File: config.mk
export PLATFORM = sky130hd
export DESIGN_NAME = unsign_acc_framer_flat
export DESIGN_NICKNAME = d
export VERILOG_FILES = /design/src/rtl/unsign_acc_framer_pkg.sv /design/src/rtl/unsign_acc_framer_if.sv /design/src/rtl/unsign_acc_framer_frame_len_counter.sv /design/src/rtl/unsign_acc_framer.sv /design/src/flat_wrapper.sv
export SDC_FILE = /design/constraint.sdc
export NUM_CORES = 1
export LEC_CHECK = 0
export CAP_MARGIN = 20
export CORE_MARGIN = 4
export CORE_UTILIZATION = 30
export DETAILED_ROUTE_END_ITERATION = 16
export SLEW_MARGIN = 20
export SYNTH_ARGS = -nofsm -noshare
export SYNTH_HDL_FRONTEND = slang
export SYNTH_SLANG_ARGS = --single-unit
File: constraint.sdc
create_clock -name clk -period 2.5 [get_ports clk]
set_input_delay 0.5 -clock clk [delete_from_list [all_inputs] [get_ports clk]]
set_output_delay 0.5 -clock clk [all_outputs]
set_load 0.01 [all_outputs]
File: src/rtl/unsign_acc_framer_pkg.sv
// Shared definitions for the unsigned scalar accumulator and its input framer.
package unsign_acc_framer_pkg;

  // Default widths, shared with the downstream accumulator.
  localparam int DEFAULT_DIN_WIDTH   = 16;
  localparam int DEFAULT_ACC_WIDTH   = 48;
  localparam int DEFAULT_LEN_WIDTH   = 16;
  localparam int DEFAULT_FRAME_WIDTH = 32;

  // Framer control states.
  typedef enum logic [1:0] {
    ST_IDLE      = 2'd0,
    ST_WAIT_SYNC = 2'd1,
    ST_RUN       = 2'd2,
    ST_FLUSH     = 2'd3
  } state_e;

endpackage

File: src/rtl/unsign_acc_framer_if.sv
// Sample stream into the framer and the framed stream out to the accumulator.
interface unsign_acc_framer_if
  import unsign_acc_framer_pkg::*;
#(
  parameter int DIN_WIDTH = DEFAULT_DIN_WIDTH
) ();

  logic [DIN_WIDTH-1:0] din;
  logic                 din_valid;
  logic [DIN_WIDTH-1:0] dout;
  logic                 dout_valid;
  logic                 acc_done;

  // Source of raw samples, consumer of the framed stream.
  modport master (
    output din, din_valid,
    input  dout, dout_valid, acc_done
  );

  // The framer itself.
  modport slave (
    input  din, din_valid,
    output dout, dout_valid, acc_done
  );

endinterface

File: src/rtl/unsign_acc_framer_frame_len_counter.sv
// Holds the latched integration length and the in-frame sample count.
// A zero length request is replaced by 1 so every sample becomes a frame.
module frame_len_counter #(
  parameter int LEN_WIDTH = 16
) (
  input  logic                 clk,
  input  logic                 rst_n,
  input  logic                 load,
  input  logic                 inc,
  input  logic [LEN_WIDTH-1:0] len_in,
  output logic                 last,
  output logic                 zero_len
);

  logic [LEN_WIDTH-1:0] len_q;
  logic [LEN_WIDTH-1:0] cnt_q;

  assign zero_len = (len_in == '0);
  assign last     = (cnt_q == len_q);

  // Load restarts the count at the frame's first sample; inc counts the rest.
  // NOTE: clocked state is written with non-blocking assignments only, so every
  // register samples pre-edge values regardless of process evaluation order.
  always_ff @(posedge clk or negedge rst_n) begin
    if (!rst_n) begin
      len_q <= LEN_WIDTH'(1);
      cnt_q <= '0;
    end else if (load) begin
      len_q <= zero_len ? LEN_WIDTH'(1) : len_in;
      cnt_q <= LEN_WIDTH'(1);
    end else if (inc) begin
      cnt_q <= cnt_q + LEN_WIDTH'(1);
    end
  end

endmodule

File: src/rtl/unsign_acc_framer.sv
// Framing controller in front of the unsigned accumulator: forwards samples
// with one cycle of latency and marks the first sample of every integration.
module unsign_acc_framer
  import unsign_acc_framer_pkg::*;
#(
  parameter int DIN_WIDTH   = DEFAULT_DIN_WIDTH,
  parameter int LEN_WIDTH   = DEFAULT_LEN_WIDTH,
  parameter int FRAME_WIDTH = DEFAULT_FRAME_WIDTH
) (
  input  logic                   clk,
  input  logic                   rst_n,
  unsign_acc_framer_if.slave     bus,
  input  logic                   arm,
  input  logic                   stop,
  input  logic                   sync_en,
  input  logic                   sync_in,
  input  logic [LEN_WIDTH-1:0]   acc_len,
  output logic [FRAME_WIDTH-1:0] frame_cnt,
  output logic                   busy,
  output logic                   cfg_err
);

  state_e state_q, state_d;
  logic   first_q, first_d;
  logic   pend_q, pend_d;
  logic   busy_q, busy_d;
  logic   load, inc, emit, mark, clr;
  logic   last, zero_len;

  logic [DIN_WIDTH-1:0]   dout_q;
  logic                   dout_valid_q;
  logic                   acc_done_q;
  logic [FRAME_WIDTH-1:0] frame_cnt_q;
  logic                   cfg_err_q;

  frame_len_counter #(.LEN_WIDTH(LEN_WIDTH)) u_len_cnt (
    .clk      (clk),
    .rst_n    (rst_n),
    .load     (load),
    .inc      (inc),
    .len_in   (acc_len),
    .last     (last),
    .zero_len (zero_len)
  );

  // Next-state and per-sample decisions: forward, mark, load or count.
  // NOTE: every variable gets a default before the case so that no path
  // leaves one unassigned, which would otherwise infer a latch.
  always_comb begin
    state_d = state_q;
    first_d = first_q;
    pend_d  = pend_q;
    load    = 1'b0;
    inc     = 1'b0;
    emit    = 1'b0;
    mark    = 1'b0;
    clr     = 1'b0;
    unique case (state_q)
      ST_IDLE: begin
        if (arm && !stop) begin
          state_d = sync_en ? ST_WAIT_SYNC : ST_RUN;
          first_d = 1'b1;
          pend_d  = 1'b0;
          clr     = 1'b1;
        end
      end
      ST_WAIT_SYNC: begin
        if (stop) begin
          state_d = ST_IDLE;
          pend_d  = 1'b0;
        end else if ((sync_in || pend_q) && bus.din_valid) begin
          emit    = 1'b1;
          mark    = 1'b1;
          load    = 1'b1;
          first_d = 1'b0;
          pend_d  = 1'b0;
          state_d = ST_RUN;
        end else if (sync_in) begin
          pend_d  = 1'b1;
        end
      end
      ST_RUN: begin
        if (bus.din_valid) begin
          emit = 1'b1;
          if (first_q || last) begin
            mark    = 1'b1;
            load    = 1'b1;
            first_d = 1'b0;
          end else begin
            inc = 1'b1;
          end
        end
        if (stop) state_d = ST_FLUSH;
      end
      ST_FLUSH: begin
        // Closing marker: ends the last integration without reloading len_q.
        if (bus.din_valid) begin
          emit    = 1'b1;
          mark    = 1'b1;
          state_d = ST_IDLE;
        end
      end
      default: state_d = ST_IDLE;
    endcase
    // busy stays up while the closing marker is on the output.
    busy_d = (state_d != ST_IDLE) || (state_q == ST_FLUSH);
  end

  // Control state registers.
  always_ff @(posedge clk or negedge rst_n) begin
    if (!rst_n) begin
      state_q <= ST_IDLE;
      first_q <= 1'b0;
      pend_q  <= 1'b0;
      busy_q  <= 1'b0;
    end else begin
      state_q <= state_d;
      first_q <= first_d;
      pend_q  <= pend_d;
      busy_q  <= busy_d;
    end
  end

  // Output stream registers; dout holds its last sample across invalid cycles.
  always_ff @(posedge clk or negedge rst_n) begin
    if (!rst_n) begin
      dout_q       <= '0;
      dout_valid_q <= 1'b0;
      acc_done_q   <= 1'b0;
    end else begin
      if (emit) dout_q <= bus.din;
      dout_valid_q <= emit;
      acc_done_q   <= mark;
    end
  end

  // Frame counter and sticky zero-length flag, both cleared by arm.
  always_ff @(posedge clk or negedge rst_n) begin
    if (!rst_n) begin
      frame_cnt_q <= '0;
      cfg_err_q   <= 1'b0;
    end else if (clr) begin
      frame_cnt_q <= '0;
      cfg_err_q   <= 1'b0;
    end else begin
      if (mark)             frame_cnt_q <= frame_cnt_q + FRAME_WIDTH'(1);
      if (load && zero_len) cfg_err_q   <= 1'b1;
    end
  end

  assign bus.dout       = dout_q;
  assign bus.dout_valid = dout_valid_q;
  assign bus.acc_done   = acc_done_q;
  assign frame_cnt      = frame_cnt_q;
  assign busy           = busy_q;
  assign cfg_err        = cfg_err_q;

endmodule
File: src/flat_wrapper.sv
// flat-port wrapper written by rule: the top's interface ports become plain ports
module unsign_acc_framer_flat import unsign_acc_framer_pkg::*;
#(
  parameter int DIN_WIDTH   = DEFAULT_DIN_WIDTH,
  parameter int LEN_WIDTH   = DEFAULT_LEN_WIDTH,
  parameter int FRAME_WIDTH = DEFAULT_FRAME_WIDTH
)
  (clk, rst_n, arm, stop, sync_en, sync_in, acc_len, frame_cnt, busy, cfg_err, bus_din, bus_din_valid, bus_dout, bus_dout_valid, bus_acc_done);
  unsign_acc_framer_if #(.DIN_WIDTH(DIN_WIDTH)) bus_i ();
  input  logic clk;
  input  logic rst_n;
  input  logic arm;
  input  logic stop;
  input  logic sync_en;
  input  logic sync_in;
  input  logic [LEN_WIDTH-1:0] acc_len;
  output logic [FRAME_WIDTH-1:0] frame_cnt;
  output logic busy;
  output logic cfg_err;
  input wire logic [$bits(bus_i.din)-1:0] bus_din;
  input wire logic [$bits(bus_i.din_valid)-1:0] bus_din_valid;
  output wire logic [$bits(bus_i.dout)-1:0] bus_dout;
  output wire logic [$bits(bus_i.dout_valid)-1:0] bus_dout_valid;
  output wire logic [$bits(bus_i.acc_done)-1:0] bus_acc_done;
  assign bus_i.din = bus_din;
  assign bus_i.din_valid = bus_din_valid;
  assign bus_dout = bus_i.dout;
  assign bus_dout_valid = bus_i.dout_valid;
  assign bus_acc_done = bus_i.acc_done;
  unsign_acc_framer #(.DIN_WIDTH(DIN_WIDTH), .LEN_WIDTH(LEN_WIDTH), .FRAME_WIDTH(FRAME_WIDTH)) u_core (.clk(clk), .rst_n(rst_n), .bus(bus_i), .arm(arm), .stop(stop), .sync_en(sync_en), .sync_in(sync_in), .acc_len(acc_len), .frame_cnt(frame_cnt), .busy(busy), .cfg_err(cfg_err));
endmodule
==> results.py, run 1 <==
metrics = {
    "status": {
        "status": "finished, final reports clean",
    },
    "drt": {
        "vias": 3741,
        "drt_wl_total_mm": 11.5,
        "avgViaCountPerCell": 4.98,
        "drt_iter0_drc": 262,
        "ant_nets": 0,
        "routedWlPerCell_um": 15.3,
        "first_pass_iters": 5,
        "post-route-drc-count": 0,
    },
    "floorplan": {
        "num_io_pins": 91,
        "chipHeight_um": 131,
        "dieArea_sq_mm": 0.0172,
        "core.rowCount": 44,
        "coreArea_sq_mm": 0.0147,
        "die_w_um": 131,
        "start_util_pct": 31.0,
    },
    "place": {
        "postPlaceCellArea_sq_mm": 0.00581,
        "place_hpwl_mm": 8.37,
        "portBuffers": 90,
        "gp_congestion": 0.823,
        "place_ws_ns": -0.344,
    },
    "grt": {
        "grt_usage_pct": 13.4,
        "grt_pass1_wl_mm": 19.2,
        "grt_pass1_vias": 3887,
        "grt_overflow": 0,
        "grt_antenna_before_repair": 0,
        "grt_start_max_net_pins": 46,
    },
    "pwr": {
        "cellPowerDensity_mw_per_mm2": 949,
        "irDropWorstVdd_v": 0.000430,
        "power_mw": 5.79,
        "leakagePower_nw": 2.52,
    },
    "timing": {
        "fin_worst_skew_ns": 0.00576,
        "min_period_over_period_pct": 95.9,
        "finalHoldViolations": 0,
        "max_freq_ghz": 0.417,
        "setup_slack_ns": 0.102,
        "fin_crit_ns": 2.40,
        "setup-violations-final": 0,
        "holdWs_ns": 0.241,
        "max_slew_margin_pct": 58.6,
        "worst_pin_slew_ns": 0.620,
        "rsz0062_at_grt": "no",
        "drv_slew": 0,
    },
    "critical_path": {
        "arrival_ns": 2.61,
        "worstPathRequired_ns": 2.71,
        "critPathCaptureType": "register",
        "rr_worst_depth": 7,
        "worstPathMaxFanout": 18,
        "criticalPathCategory": "reg -> reg",
        "cp-start-kind": "register",
    },
    "yosys": {
        "synth_fp_nets": 499,
        "ys_ff_latch": 88,
        "ys_seq_area_share_pct": 48.4,
        "yosys.area.top_type": "dfrtp_1",
        "synth_top_area_share_pct": 47.8,
        "syn_area_sq_mm": 0.00456,
        "synth_warnings": 0,
        "synth_area_leaders": "dfrtp_1 (48%), xnor2_1 (8.8%), nand2_1 (6.6%)",
        "syn_inst": 454,
        "syn-mean-instance-area_sq_um": 10.0,
        "synth_cell_types": 53,
    },
    "final_layout": {
        "nNetsFinal": 608,
        "fin_area_sq_mm": 0.00611,
        "multi_input_area_sq_mm": 0.00219,
        "drive_gt1_share_pct": 13.9,
        "n_antenna_cell": 0,
        "fillCellCount": 1398,
        "areaGrowthSynthToFinish_pct": 34.0,
        "regArea_sq_mm": 0.00220,
    },
    "cts": {
        "cts-buffers-inserted": 9,
        "clockBufferDepth": 2,
        "cts_hold_buf": 0,
        "root_buffer": "clkbuf_16",
        "clock_sinks": 88,
        "cts.reportedPaths.clkPinSlew_ns": 0.07,
        "cts_tree": "built",
        "h-tree-depth": 3,
        "clock_latency_ns": 0.34,
    },
    "hold_path": {
        "hp-class": "in -> async",
    },
    "run": {
        "cap_violations": 0,
    },
}
## registers in the layout, indices dropped and copies added (netlist names)
| name | flops |
|---|---|
| u_core.bus.dout_valid | 1 |
| u_core.state_q | 2 |
| u_core.bus.dout | 16 |
| u_core.cfg_err | 1 |
| u_core.bus.acc_done | 1 |
| u_core.pend_q | 1 |
| u_core.u_len_cnt.cnt_q | 16 |
| u_core.first_q | 1 |
| u_core.frame_cnt | 32 |
| u_core.u_len_cnt.len_q | 16 |
| u_core.busy | 1 |
## path summary, 6_finish.rpt
kind                                           start                    to  slack, ns
max                        u_core.u_len_cnt.cnt_q[3]  u_core.frame_cnt[13]       0.10
min in group clk                 u_core.bus.dout[15]   u_core.bus.dout[15]       0.48
max in group asynchronous                      rst_n        u_core.first_q       1.85
min                                            rst_n     u_core.state_q[0]       0.24
min reg2reg                      u_core.bus.dout[15]   u_core.bus.dout[15]       0.48
max reg2reg                u_core.u_len_cnt.cnt_q[3]  u_core.frame_cnt[13]       0.10
## routing by layer
| layer | track usage [%] | vias up | wire (um) |
|---|---|---|---|
| met5 | 0 | - | 0 |
| met4 | 4.55 | 0 | 147 |
| met3 | 2.37 | 9 | 345 |
| met2 | 22.7 | 65 | 5750 |
| met1 | 17.4 | 1871 | 5280 |
| li1 | - | 1796 | - |
## cells by family after synthesis
logic type | Yosys count | synth area share, %
fa+ha+maj | 6 | 1.65
compound gates | 57 | 10.7
simple gates | 195 | 20.6
xor+xnor | 47 | 9.03
mux | 25 | 5.90
buf+inv | 36 | 3.79
flops | 88 | 48.4
## stage by stage
| stage | util, % | setup TNS [ns] | cells |
|---|---|---|---|
| global route | 41.6 | 0 | 751 |
| global placement | 39.5 | -4.11 | 735 |
| CTS | 41.5 | 0 | 750 |
| floorplan | - | 0 | 454 |
| detailed placement | 39.5 | -5.78 | 735 |
| finish | 41.6 | 0 | 751 |
## critical path: stages, from the launching register on
cell,delay (ns)
dfrtp_1,0.44
xnor2_1,0.22
nand4_1,0.22
o41a_1,0.47
buf_4,0.23
a2111oi_1,0.43
xnor2_1,0.17
nor2_1,0.06
## report_power, final
group / leakage (nW) / internal, mW / switching (mW)
combinational: 1.23 / 1.14 / 1.16
clock: 0.136 / 0.704 / 0.568
sequential: 1.15 / 1.85 / 0.371
total: 2.52 / 3.69 / 2.10
## synthesized netlist by cell type, drive strengths merged
master,number
dfrtp,87
nand2,80
xnor2,46
nor2,41
nand4,24
a2111oi,15
inv,15
mux2,15
a21oi,13
o21ai,12
buf,10
clkbuf,10
mux2i,10
nor4,7
ha,6
nand3,6
nor3,6
and3,5
nor4b,5
a211oi,4
nand2b,4
or3,4
and2,3
and4,3
nor2b,3
a31o,2
a31oi,2
a21boi,1
a21o,1
a221oi,1
clkinv,1
dfstp,1
nand4b,1
nor3b,1
o2111a,1
o2111ai,1
o211ai,1
o311a,1
o41a,1
o41ai,1
or2,1
or4,1
xor2,1
## final cells by class
cell class                 count  area share, %
clock buffer                  10           3.91
clock inverter                 5          0.635
inverter                      16          0.983
multi-input combinational    330           35.9
sequential                    88           36.1
tap                          184           3.77
timing repair buffer         118           18.8
## timing repair
action / 4_1_cts / 5_1_grt
hold endpoints to repair: 0 / 0
endpoints found under the setup margin: 1 / 3
gates cloned: 0 / 0
resized for setup: 1 / 1
buffers inserted: 0 / 1
pin swaps: 0 / 1
## cell usage in the layout, fill, tap and decap left out, types with 5 or more instances in the layout
cell type,netlist,final
nand4_1,24,24
nand2_1,80,80
nor3_1,6,6
and3_1,5,5
buf_4,2,26
ha_1,6,6
inv_1,15,15
nand3_1,6,6
a21oi_1,12,12
a2111oi_2,10,11
xnor2_1,46,46
nor4_1,6,6
nor2_1,40,40
clkdlybuf4s50_1,0,89
dfrtp_1,87,87
mux2_2,15,15
nor4b_1,5,5
o21ai_0,12,12
clkbuf_16,0,9
mux2i_1,10,10
No activity file was read; power rests on OpenSTA's default activity.
==> run 2: changes to the inputs <==
==> constraint.sdc (replaced) <==
create_clock -name clk -period 2.5 [get_ports clk]
set_input_delay 0.5 -clock clk [delete_from_list [all_inputs] [get_ports clk]]
set_output_delay 0.5 -clock clk [all_outputs]
set_load 0.05 [all_outputs]
==> run 2 against run 1 <==
Net effect: global-route usage is essentially flat; non-clock buffer count fell by 2; clock power increased by 6%; critical endpoint is now u_core.frame_cnt[11].
==> results.py, run 2 (synthesis gave the netlist of run 1 again) <==
metrics = {
    "critical_path": {
        "cp-start-kind": "register",
        "arrival_ns": 2.57,
        "critPathCaptureType": "register",
        "worstPathMaxFanout": 18,
        "criticalPathCategory": "reg -> reg",
        "worstPathRequired_ns": 2.72,
    },
    "pwr": {
        "cellPowerDensity_mw_per_mm2": 1060,
        "switching_share_pct": 42.4,
        "internal_power_mw": 3.74,
        "p_sw_mw": 2.76,
        "power_mw": 6.50,
        "leakagePower_nw": 2.51,
        "irDropWorstVdd_v": 0.000508,
        "p_clk_share_pct": 20.8,
        "seq_power_share_pct": 34.3,
        "comb_power_share_pct": 44.9,
    },
    "timing": {
        "fin_crit_ns": 2.35,
        "drv_slew": 0,
        "min_period_over_period_pct": 93.9,
        "finalHoldViolations": 0,
        "worst_pin_slew_ns": 0.587,
        "max_slew_margin_pct": 60.8,
        "fin_worst_skew_ns": 0.00899,
        "rsz0062_at_grt": "yes",
        "max_freq_ghz": 0.426,
        "setup-violations-final": 0,
        "finalSetupTns_ns": 0,
    },
    "place": {
        "portBuffers": 90,
        "place_hpwl_mm": 8.36,
        "gp_congestion": 0.816,
        "postPlaceCellArea_sq_mm": 0.00581,
    },
    "cts": {
        "clockBufferDepth": 2,
        "postCtsSetupRepairBufs": 0,
        "cts_tree": "built",
        "root_buffer": "clkbuf_16",
        "cts_hold_buf": 0,
        "h-tree-depth": 3,
        "clock_sinks": 88,
        "cts-buffers-inserted": 9,
        "cts.reportedPaths.clkPinSlew_ns": 0.06,
        "clock_latency_ns": 0.34,
    },
    "drt": {
        "drt_wl_total_mm": 11.4,
        "drt_iter0_drc": 184,
        "routedWlPerCell_um": 15.3,
        "ant_nets": 0,
        "vias": 3686,
        "first_pass_iters": 4,
        "post-route-drc-count": 0,
        "avgViaCountPerCell": 4.92,
    },
    "grt": {
        "grt_overflow": 0,
        "grt_pass1_wl_mm": 19.1,
        "grt_pass1_vias": 3805,
        "grt_antenna_before_repair": 0,
        "grt_usage_pct": 13.4,
        "grt_start_max_net_pins": 46,
    },
    "final_layout": {
        "n_antenna_cell": 0,
        "drive_gt1_share_pct": 13.6,
        "nNetsFinal": 606,
        "final_core_util_pct": 41.6,
        "fin_area_sq_mm": 0.00611,
        "layout_common_cells": "clkdlybuf4s50_1 (89), dfrtp_1 (87), nand2_1 (80), xnor2_1 (46), nor2_1 (40)",
        "largest_register_ff_count": 32,
        "areaGrowthSynthToFinish_pct": 34.1,
        "fillCellCount": 1399,
        "layout_commonest_cell": "clkdlybuf4s50_1",
    },
    "floorplan": {
        "die_w_um": 131,
        "dieArea_sq_mm": 0.0172,
        "chipHeight_um": 131,
        "core.rowCount": 44,
        "num_io_pins": 91,
        "coreArea_sq_mm": 0.0147,
        "start_util_pct": 31.0,
    },
    "status": {
        "status": "finished, final reports clean",
    },
    "hold_path": {
        "hp-class": "in -> async",
    },
    "run": {
        "cap_violations": 0,
    },
}
run 2: changes by cell type in the layout (fill, tap and decap cells not counted), sizes merged:
| cell | previous run | this run |
|---|---|---|
| buf | 29 | 27 |
| bufinv | 0 | 1 |
| clkbuf | 10 | 9 |
| clkinvlp | 1 | 2 |
| inv | 18 | 17 |
run 2: layer usage:
metal | wire (um) | vias to the layer above | part of all wire (%) | GRT usage (%)
li1 | - | 1802 | - | -
met1 | 5340 | 1804 | 47 | 17.9
met2 | 5490 | 67 | 48 | 21.8
met3 | 465 | 13 | 4.1 | 3.40
met4 | 142 | 0 | 1.2 | 3.56
met5 | 0 | - | 0 | 0
run 2: area by class of cell:
cell class / instances / area, sq um / area share (%)
multi-input cells: 330 / 2190 / 35.9
flip-flops and latches: 88 / 2200 / 36.1
clock buffers: 9 / 225 / 3.69
inverters: 16 / 60.1 / 0.983
repair buffers: 116 / 1130 / 18.5
clock inverters: 6 / 67.6 / 1.11
well taps: 184 / 230 / 3.77
run 2: power groups by stage:
stage,logic [mW],registers (mW),clock network (mW)
2_1_floorplan,1.26,2.91,0
5_1_grt,3.15,2.29,1.45
3_5_place_dp,2.93,2.25,0
3_3_place_gp,2.88,2.24,0
4_1_cts,2.95,2.24,1.39
6_report,2.91,2.23,1.35
run 2: repair_timing:
item / 4_1_cts / 5_1_grt
hold endpoints to repair: 0 / 0
pin swaps: 0 / 1
gates resized for setup: 1 / 1
endpoints found under the setup margin: 2 / 4
run 2: stage by stage:
stage                     setup slack (ns)  hold WS, ns  std cells
after floorplan                      0.202        0.204        454
after global placement              -0.310        0.462        734
after detailed placement            -0.358        0.461        734
after CTS                            0.132        0.265        749
after global routing               -0.0368        0.304        749
final                                0.153        0.243        749
run 2: final timing paths:
| path | depth (start not counted) | endpoint | slack [ns] | start |
|---|---|---|---|---|
| max | 7 | u_core.frame_cnt[11] | 0.15 | u_core.u_len_cnt.cnt_q[3] |
| min | 2 | u_core.state_q[0] | 0.24 | rst_n |
| max reg2reg | 7 | u_core.frame_cnt[11] | 0.15 | u_core.u_len_cnt.cnt_q[3] |
| min reg2reg | 2 | u_core.bus.dout[13] | 0.48 | u_core.bus.dout[13] |
| max in group asynchronous | 2 | u_core.bus.dout_valid | 1.85 | rst_n |
| min in group clk | 2 | u_core.bus.dout[13] | 0.48 | u_core.bus.dout[13] |
run 2: worst max-delay path: stages, from the launching register on:
cell and delay (ns):
dfrtp_1 0.45, xnor2_1 0.20, nand4_1 0.21, o41a_1 0.46
buf_4 0.23, a2111oi_1 0.43, xnor2_1 0.18, nor2_1 0.06
==> run 3: changes to the inputs <==
--- a/config.mk
+++ b/config.mk
@@ -9,7 +9,6 @@
 export CORE_MARGIN = 4
 export CORE_UTILIZATION = 30
 export DETAILED_ROUTE_END_ITERATION = 16
-export SLEW_MARGIN = 20
 export SYNTH_ARGS = -nofsm -noshare
 export SYNTH_HDL_FRONTEND = slang
 export SYNTH_SLANG_ARGS = --single-unit
==> results of run 3 <==
Same layout as run 2: the final DEF is identical, and so are final timing and power.
